--- config.mk ---
export PLATFORM = sky130hd
export DESIGN_NAME = mem_access_ctrl_flat
export DESIGN_NICKNAME = d
export VERILOG_FILES = /design/src/rtl/mem_access_ctrl_if.sv /design/src/rtl/mem_access_ctrl.sv /design/src/flat_wrapper.sv
export SDC_FILE = /design/constraint.sdc
export NUM_CORES = 1
export LEC_CHECK = 0
export ABC_CLOCK_PERIOD_IN_PS = 1920
export CAP_MARGIN = 20
export CORE_MARGIN = 3
export CORE_UTILIZATION = 40
export DETAILED_ROUTE_END_ITERATION = 10
export PLACE_DENSITY = 0.76
export SLEW_MARGIN = 20
export SYNTH_ARGS = -nofsm -noshare
export SYNTH_HDL_FRONTEND = slang
export SYNTH_SLANG_ARGS = --single-unit
export TNS_END_PERCENT = 100
--- constraint.sdc ---
create_clock -name clk -period 1.92 [get_ports clk]
set_input_delay 0.192 -clock clk [delete_from_list [all_inputs] [get_ports clk]]
set_output_delay 0.192 -clock clk [all_outputs]
set_load 0.1 [all_outputs]
--- src/rtl/mem_access_ctrl_if.sv ---
// Request/response and memory-stage signals of the sub-word load/store sequencer.
// The slave modport is the sequencer; master is the execute stage plus memory stage.
interface mem_access_ctrl_if;
  logic        start;
  logic [2:0]  op;
  logic [31:0] addr;
  logic [31:0] store_data;
  logic        busy;
  logic        done;
  logic        misaligned;
  logic [31:0] load_data;
  logic        Mem_WrEn;
  logic [31:0] MEM_Addr;
  logic [31:0] MEM_DataIn;
  logic [31:0] MEM_DataOut;

  modport master (
    output start, op, addr, store_data, MEM_DataOut,
    input  busy, done, misaligned, load_data, Mem_WrEn, MEM_Addr, MEM_DataIn
  );

  modport slave (
    input  start, op, addr, store_data, MEM_DataOut,
    output busy, done, misaligned, load_data, Mem_WrEn, MEM_Addr, MEM_DataIn
  );
endinterface

--- src/rtl/mem_access_ctrl.sv ---
// Sub-word load/store sequencer in front of a word-only, big-endian data memory.
// Byte/halfword stores are performed as read-modify-write of the containing word.
module mem_access_ctrl (
  input  logic               clk,
  input  logic               rst,
  mem_access_ctrl_if.slave   bus
);

  localparam logic [2:0] OP_LW  = 3'b000;
  localparam logic [2:0] OP_LB  = 3'b001;
  localparam logic [2:0] OP_LBU = 3'b010;
  localparam logic [2:0] OP_LH  = 3'b011;
  localparam logic [2:0] OP_LHU = 3'b100;
  localparam logic [2:0] OP_SW  = 3'b101;
  localparam logic [2:0] OP_SB  = 3'b110;
  localparam logic [2:0] OP_SH  = 3'b111;

  typedef enum logic [2:0] {IDLE, READ, LOAD, MERGE, WRITE, DONE} state_t;

  state_t      state, state_nxt;
  logic [2:0]  op_q;
  logic [31:0] addr_q;
  logic [31:0] data_q;
  logic        misaligned_q;
  logic [31:0] load_data_q;
  logic        capture;

  function automatic logic is_misaligned(input logic [2:0] o, input logic [1:0] a);
    case (o)
      OP_LW, OP_SW:         is_misaligned = |a;
      OP_LH, OP_LHU, OP_SH: is_misaligned = a[0];
      default:              is_misaligned = 1'b0;
    endcase
  endfunction

  function automatic logic [31:0] extend_load(input logic [2:0] o, input logic [1:0] off,
                                              input logic [31:0] w);
    logic signed [7:0]  b;
    logic signed [15:0] h;
    case (off)
      2'd0:    b = w[31:24];
      2'd1:    b = w[23:16];
      2'd2:    b = w[15:8];
      default: b = w[7:0];
    endcase
    h = off[1] ? w[15:0] : w[31:16];
    case (o)
      OP_LB:   extend_load = 32'(b);
      OP_LBU:  extend_load = {24'd0, b};
      OP_LH:   extend_load = 32'(h);
      OP_LHU:  extend_load = {16'd0, h};
      default: extend_load = w;
    endcase
  endfunction

  function automatic logic [31:0] merge_store(input logic [2:0] o, input logic [1:0] off,
                                              input logic [31:0] w, input logic [31:0] d);
    merge_store = w;
    if (o == OP_SB) begin
      case (off)
        2'd0:    merge_store[31:24] = d[7:0];
        2'd1:    merge_store[23:16] = d[7:0];
        2'd2:    merge_store[15:8]  = d[7:0];
        default: merge_store[7:0]   = d[7:0];
      endcase
    end else if (off[1]) begin
      merge_store[15:0] = d[15:0];
    end else begin
      merge_store[31:16] = d[15:0];
    end
  endfunction

  assign capture = (state == IDLE) && bus.start;

  always_ff @(posedge clk or posedge rst) begin
    if (rst) state <= IDLE;
    else     state <= state_nxt;
  end

  always_comb begin
    state_nxt = state;
    case (state)
      IDLE: begin
        if (bus.start) begin
          if (is_misaligned(bus.op, bus.addr[1:0])) state_nxt = DONE;
          else if (bus.op == OP_SW)                 state_nxt = WRITE;
          else                                      state_nxt = READ;
        end
      end
      READ:    state_nxt = (op_q <= OP_LHU) ? LOAD : MERGE;
      LOAD:    state_nxt = DONE;
      MERGE:   state_nxt = DONE;
      WRITE:   state_nxt = DONE;
      DONE:    state_nxt = IDLE;
      default: state_nxt = IDLE;
    endcase
  end

  // Registers visible on the outputs are cleared by reset; the rest only load on capture.
  always_ff @(posedge clk or posedge rst) begin
    if (rst) begin
      addr_q       <= '0;
      misaligned_q <= 1'b0;
      load_data_q  <= '0;
    end else begin
      if (capture) begin
        addr_q       <= bus.addr;
        misaligned_q <= is_misaligned(bus.op, bus.addr[1:0]);
      end
      if (state == LOAD)
        load_data_q <= extend_load(op_q, addr_q[1:0], bus.MEM_DataOut);
    end
  end

  always_ff @(posedge clk) begin
    if (capture) begin
      op_q   <= bus.op;
      data_q <= bus.store_data;
    end
  end

  assign bus.busy       = (state != IDLE);
  assign bus.done       = (state == DONE);
  assign bus.misaligned = (state == DONE) && misaligned_q;
  assign bus.load_data  = load_data_q;
  assign bus.Mem_WrEn   = (state == WRITE) || (state == MERGE);
  assign bus.MEM_Addr   = {addr_q[31:2], 2'b00};

  always_comb begin
    bus.MEM_DataIn = '0;
    if (state == WRITE)
      bus.MEM_DataIn = data_q;
    else if (state == MERGE)
      bus.MEM_DataIn = merge_store(op_q, addr_q[1:0], bus.MEM_DataOut, data_q);
  end

endmodule

--- src/flat_wrapper.sv ---
// flat-port wrapper written by rule: the top's interface ports become plain ports
module mem_access_ctrl_flat 
  (clk, rst, bus_start, bus_op, bus_addr, bus_store_data, bus_MEM_DataOut, bus_busy, bus_done, bus_misaligned, bus_load_data, bus_Mem_WrEn, bus_MEM_Addr, bus_MEM_DataIn);
  mem_access_ctrl_if bus_i ();
  input  logic clk;
  input  logic rst;
  input wire logic [$bits(bus_i.start)-1:0] bus_start;
  input wire logic [$bits(bus_i.op)-1:0] bus_op;
  input wire logic [$bits(bus_i.addr)-1:0] bus_addr;
  input wire logic [$bits(bus_i.store_data)-1:0] bus_store_data;
  input wire logic [$bits(bus_i.MEM_DataOut)-1:0] bus_MEM_DataOut;
  output wire logic [$bits(bus_i.busy)-1:0] bus_busy;
  output wire logic [$bits(bus_i.done)-1:0] bus_done;
  output wire logic [$bits(bus_i.misaligned)-1:0] bus_misaligned;
  output wire logic [$bits(bus_i.load_data)-1:0] bus_load_data;
  output wire logic [$bits(bus_i.Mem_WrEn)-1:0] bus_Mem_WrEn;
  output wire logic [$bits(bus_i.MEM_Addr)-1:0] bus_MEM_Addr;
  output wire logic [$bits(bus_i.MEM_DataIn)-1:0] bus_MEM_DataIn;
  assign bus_i.start = bus_start;
  assign bus_i.op = bus_op;
  assign bus_i.addr = bus_addr;
  assign bus_i.store_data = bus_store_data;
  assign bus_i.MEM_DataOut = bus_MEM_DataOut;
  assign bus_busy = bus_i.busy;
  assign bus_done = bus_i.done;
  assign bus_misaligned = bus_i.misaligned;
  assign bus_load_data = bus_i.load_data;
  assign bus_Mem_WrEn = bus_i.Mem_WrEn;
  assign bus_MEM_Addr = bus_i.MEM_Addr;
  assign bus_MEM_DataIn = bus_i.MEM_DataIn;
  mem_access_ctrl u_core (.clk(clk), .rst(rst), .bus(bus_i));
endmodule
==> impl_metrics.yaml <==
run_status:
  status: "finished, violations left"
  failed_checks: "setup timing"
die:
  core_area_um2: 12930
  die_x_um: 122.3
  io_pins: 202
  placementRows: 41
  die_h_um: 122.3
  die-area_um2: 14950
  initial_utilization_pct: 41.83
synth:
  yosysTopAreaCell: "dfrtp_1"
  yosysWarnings: 0
  ys_seq_elements: 103
  syn_area_per_cell_um2: 11.58
  synth_cell_types: 52
  yosysSeqAreaShare_pct: 50.90
  synthArstFlopShare_pct: 66.02
  synth_top_cells_by_area: "dfrtp_1, edfxtp_1, mux2_2"
  yosys.area.top_type_share_pct: 31.47
  synth_edf_count: 35
  syn_inst: 467
  syn-cell-area_um2: 5408
  synthFlopType: "dfrtp_1"
route:
  route.vias.total: 4973
  wl_um: 19390
  first_pass_iters: 6
  drc: 0
  vias_per_cell: 5.658
  first_iter_violations: 420
  wl_per_cell_um: 22.06
  ant_nets: 0
worst_setup_path:
  start_kind: "flop"
  path_max_fanout: 8
  arrival_ns: 2.00
  cp.required_ns: 1.73
  criticalPathCategory: "reg2out"
  end_kind: "output pin"
sta:
  maxSlewViolCount: 0
  min_period_ns: 2.189
  max_freq_ghz: 0.4568
  final.setup.worst_slack_ns: -0.2690
  fin_skew_ns: 0.004660
  min_period_over_period_pct: 114.0
  hold_violations: 0
  worstMarginPinSlew_ns: 0.5413
  max_slew_margin_pct: 63.78
  setup-violations-final: 110
  rsz0062_at_grt: "yes"
finish:
  mostFrequentLayoutCells: "buf_4, clkdlybuf4s50_1, dfrtp_1, buf_12, edfxtp_1"
  seqCellArea_um2: 2753
  nFillCells: 846
  antenna-diode-count: 0
  final_common_cell: "buf_4"
  multi_input_area_um2: 3018
  fin_area_um2: 9435
  finalNetCount: 804
  drive_gt1_share_pct: 52.05
  syn_to_final_growth_pct: 74.48
clock_tree:
  htree_levels: 3
  cts.root.buffer_cell: "clkbuf_16"
  clk_path_buf_depth: 2
  clk_latency_ns: 0.35
  cts_tree: "yes"
  cts.sinks: 103
  numCtsBuffers: 9
  path_clk_slew_ns: 0.07
place:
  io_buffer_count: 199
  dp_hpwl_um: 13110
  gp_congestion: 0.8938
  placed_area_um2: 8107
grt:
  antenna_found_initial: 0
  grt_pass1_vias: 4911
  grt_pass1_wl_um: 27550
  grt_usage_pct: 24.31
  gr-total-overflow: 0
  grt_max_degree: 69
job:
  cap_violations: 0
min_path:
  hold_path.class: "in2async"
[Yosys cell counts (2+ instances only)]
master     n
a21o_1    10
nand2_1   36
a221oi_1   2
inv_1     12
a31oi_1    2
nand2b_1   4
o22ai_1    2
mux4_2     8
buf_6      4
a22o_1    15
a22oi_1    6
mux2i_1    8
a221o_1    7
nor2_2     3
or3_1      8
and3_1     2
and2_1     3
o221ai_1   7
buf_4     39
clkbuf_1  11
mux2_2    34
o21ai_0   43
a221o_2   10
o31ai_1    2
buf_2      7
nor2_1    16
dfrtp_1   68
a21oi_1   23
a222oi_1   7
edfxtp_1  35
nor2b_1   12
[registers in the layout (all words and copies together), names as in the netlist]
signal,flops
u_core.addr_q,32
u_core.bus.load_data,32
u_core.data_q,32
u_core.misaligned_q,1
u_core.op_q,3
u_core.state,3
[logic make-up (layout without fill, tap and decap cells)]
| family | count (synthesis) | after routing | share of synthesized area [%] |
|---|---|---|---|
| compound gates | 143 | 143 | 18.81 |
| flops | 103 | 103 | 50.90 |
| simple gates | 96 | 96 | 9.764 |
| buf+inv | 74 | 313 | 8.561 |
| mux | 50 | 50 | 11.89 |
| other cells | 1 | 2 | 0.06935 |
[metal layers]
layer,vias to the layer above,part of all wire [%],track usage [%]
met5,-,0,0
met4,0,1.9,7.418
met3,22,7.9,7.696
met2,260,50,39.06
met1,2497,40,31.60
li1,2194,-,-
[worst max-delay path, stage by stage, from the launching register on]
cell,delay (ns)
edfxtp_1,0.45
and3b_2,0.32
a21boi_4,0.20
buf_12,0.15
o21ai_2,0.07
a21oi_2,0.13
a21o_2,0.15
buf_12,0.18
[cell type report]
cell class | instances | area share, %
repair buffers | 284 | 32.89
multi-input cells | 291 | 31.99
flip-flops and latches | 103 | 29.17
clock buffers | 10 | 2.427
well taps | 172 | 2.281
clock inverters | 6 | 0.7293
inverters | 13 | 0.5172
[final timing paths]
kind / from / to / slack (ns) / depth (start not counted)
worst max register to register: u_core.op_q[2]$_DFFE_PP_ / u_core.bus.load_data[10]$_DFFE_PP0P_ / -0.21 / 7
worst max-delay path: u_core.op_q[2]$_DFFE_PP_ / bus_MEM_DataIn[8] / -0.27 / 7
worst min-delay path: rst / u_core.addr_q[6]$_DFFE_PP0P_ / 0.22 / 3
min in group clk: bus_store_data[5] / u_core.data_q[5]$_DFFE_PP_ / 0.39 / 1
worst min register to register: u_core.addr_q[5]$_DFFE_PP0P_ / u_core.addr_q[5]$_DFFE_PP0P_ / 0.51 / 1
max in group asynchronous: rst / u_core.bus.load_data[0]$_DFFE_PP0P_ / 1.36 / 3
[per-stage QoR]
step	hold WS (ns)	utilization (%)	TNS (ns)	cells	worst slack, ns
2_1_floorplan	0.2909	-	-1.043	468	-0.1150
3_3_place_gp	0.4821	62.71	-1.575	826	-0.07415
3_5_place_dp	0.4967	62.71	-4.025	826	-0.1998
4_1_cts	0.2438	68.12	-6.579	855	-0.2031
5_1_grt	0.2613	72.99	-20.34	879	-0.3198
6_report	0.2184	72.99	-13.70	879	-0.2690
[repair_timing]
item                                    in CTS  in global routing
cloned                                       2                  8
hold buffers                                 0                  0
buffers inserted                            12                 16
resized for setup                           90                 77
pin swaps                                   14                 22
endpoints found under the setup margin      51                110
Power is left out: the tool's default activity adds up to more than one toggle a clock period on the data nets, which glitch-free logic cannot reach.
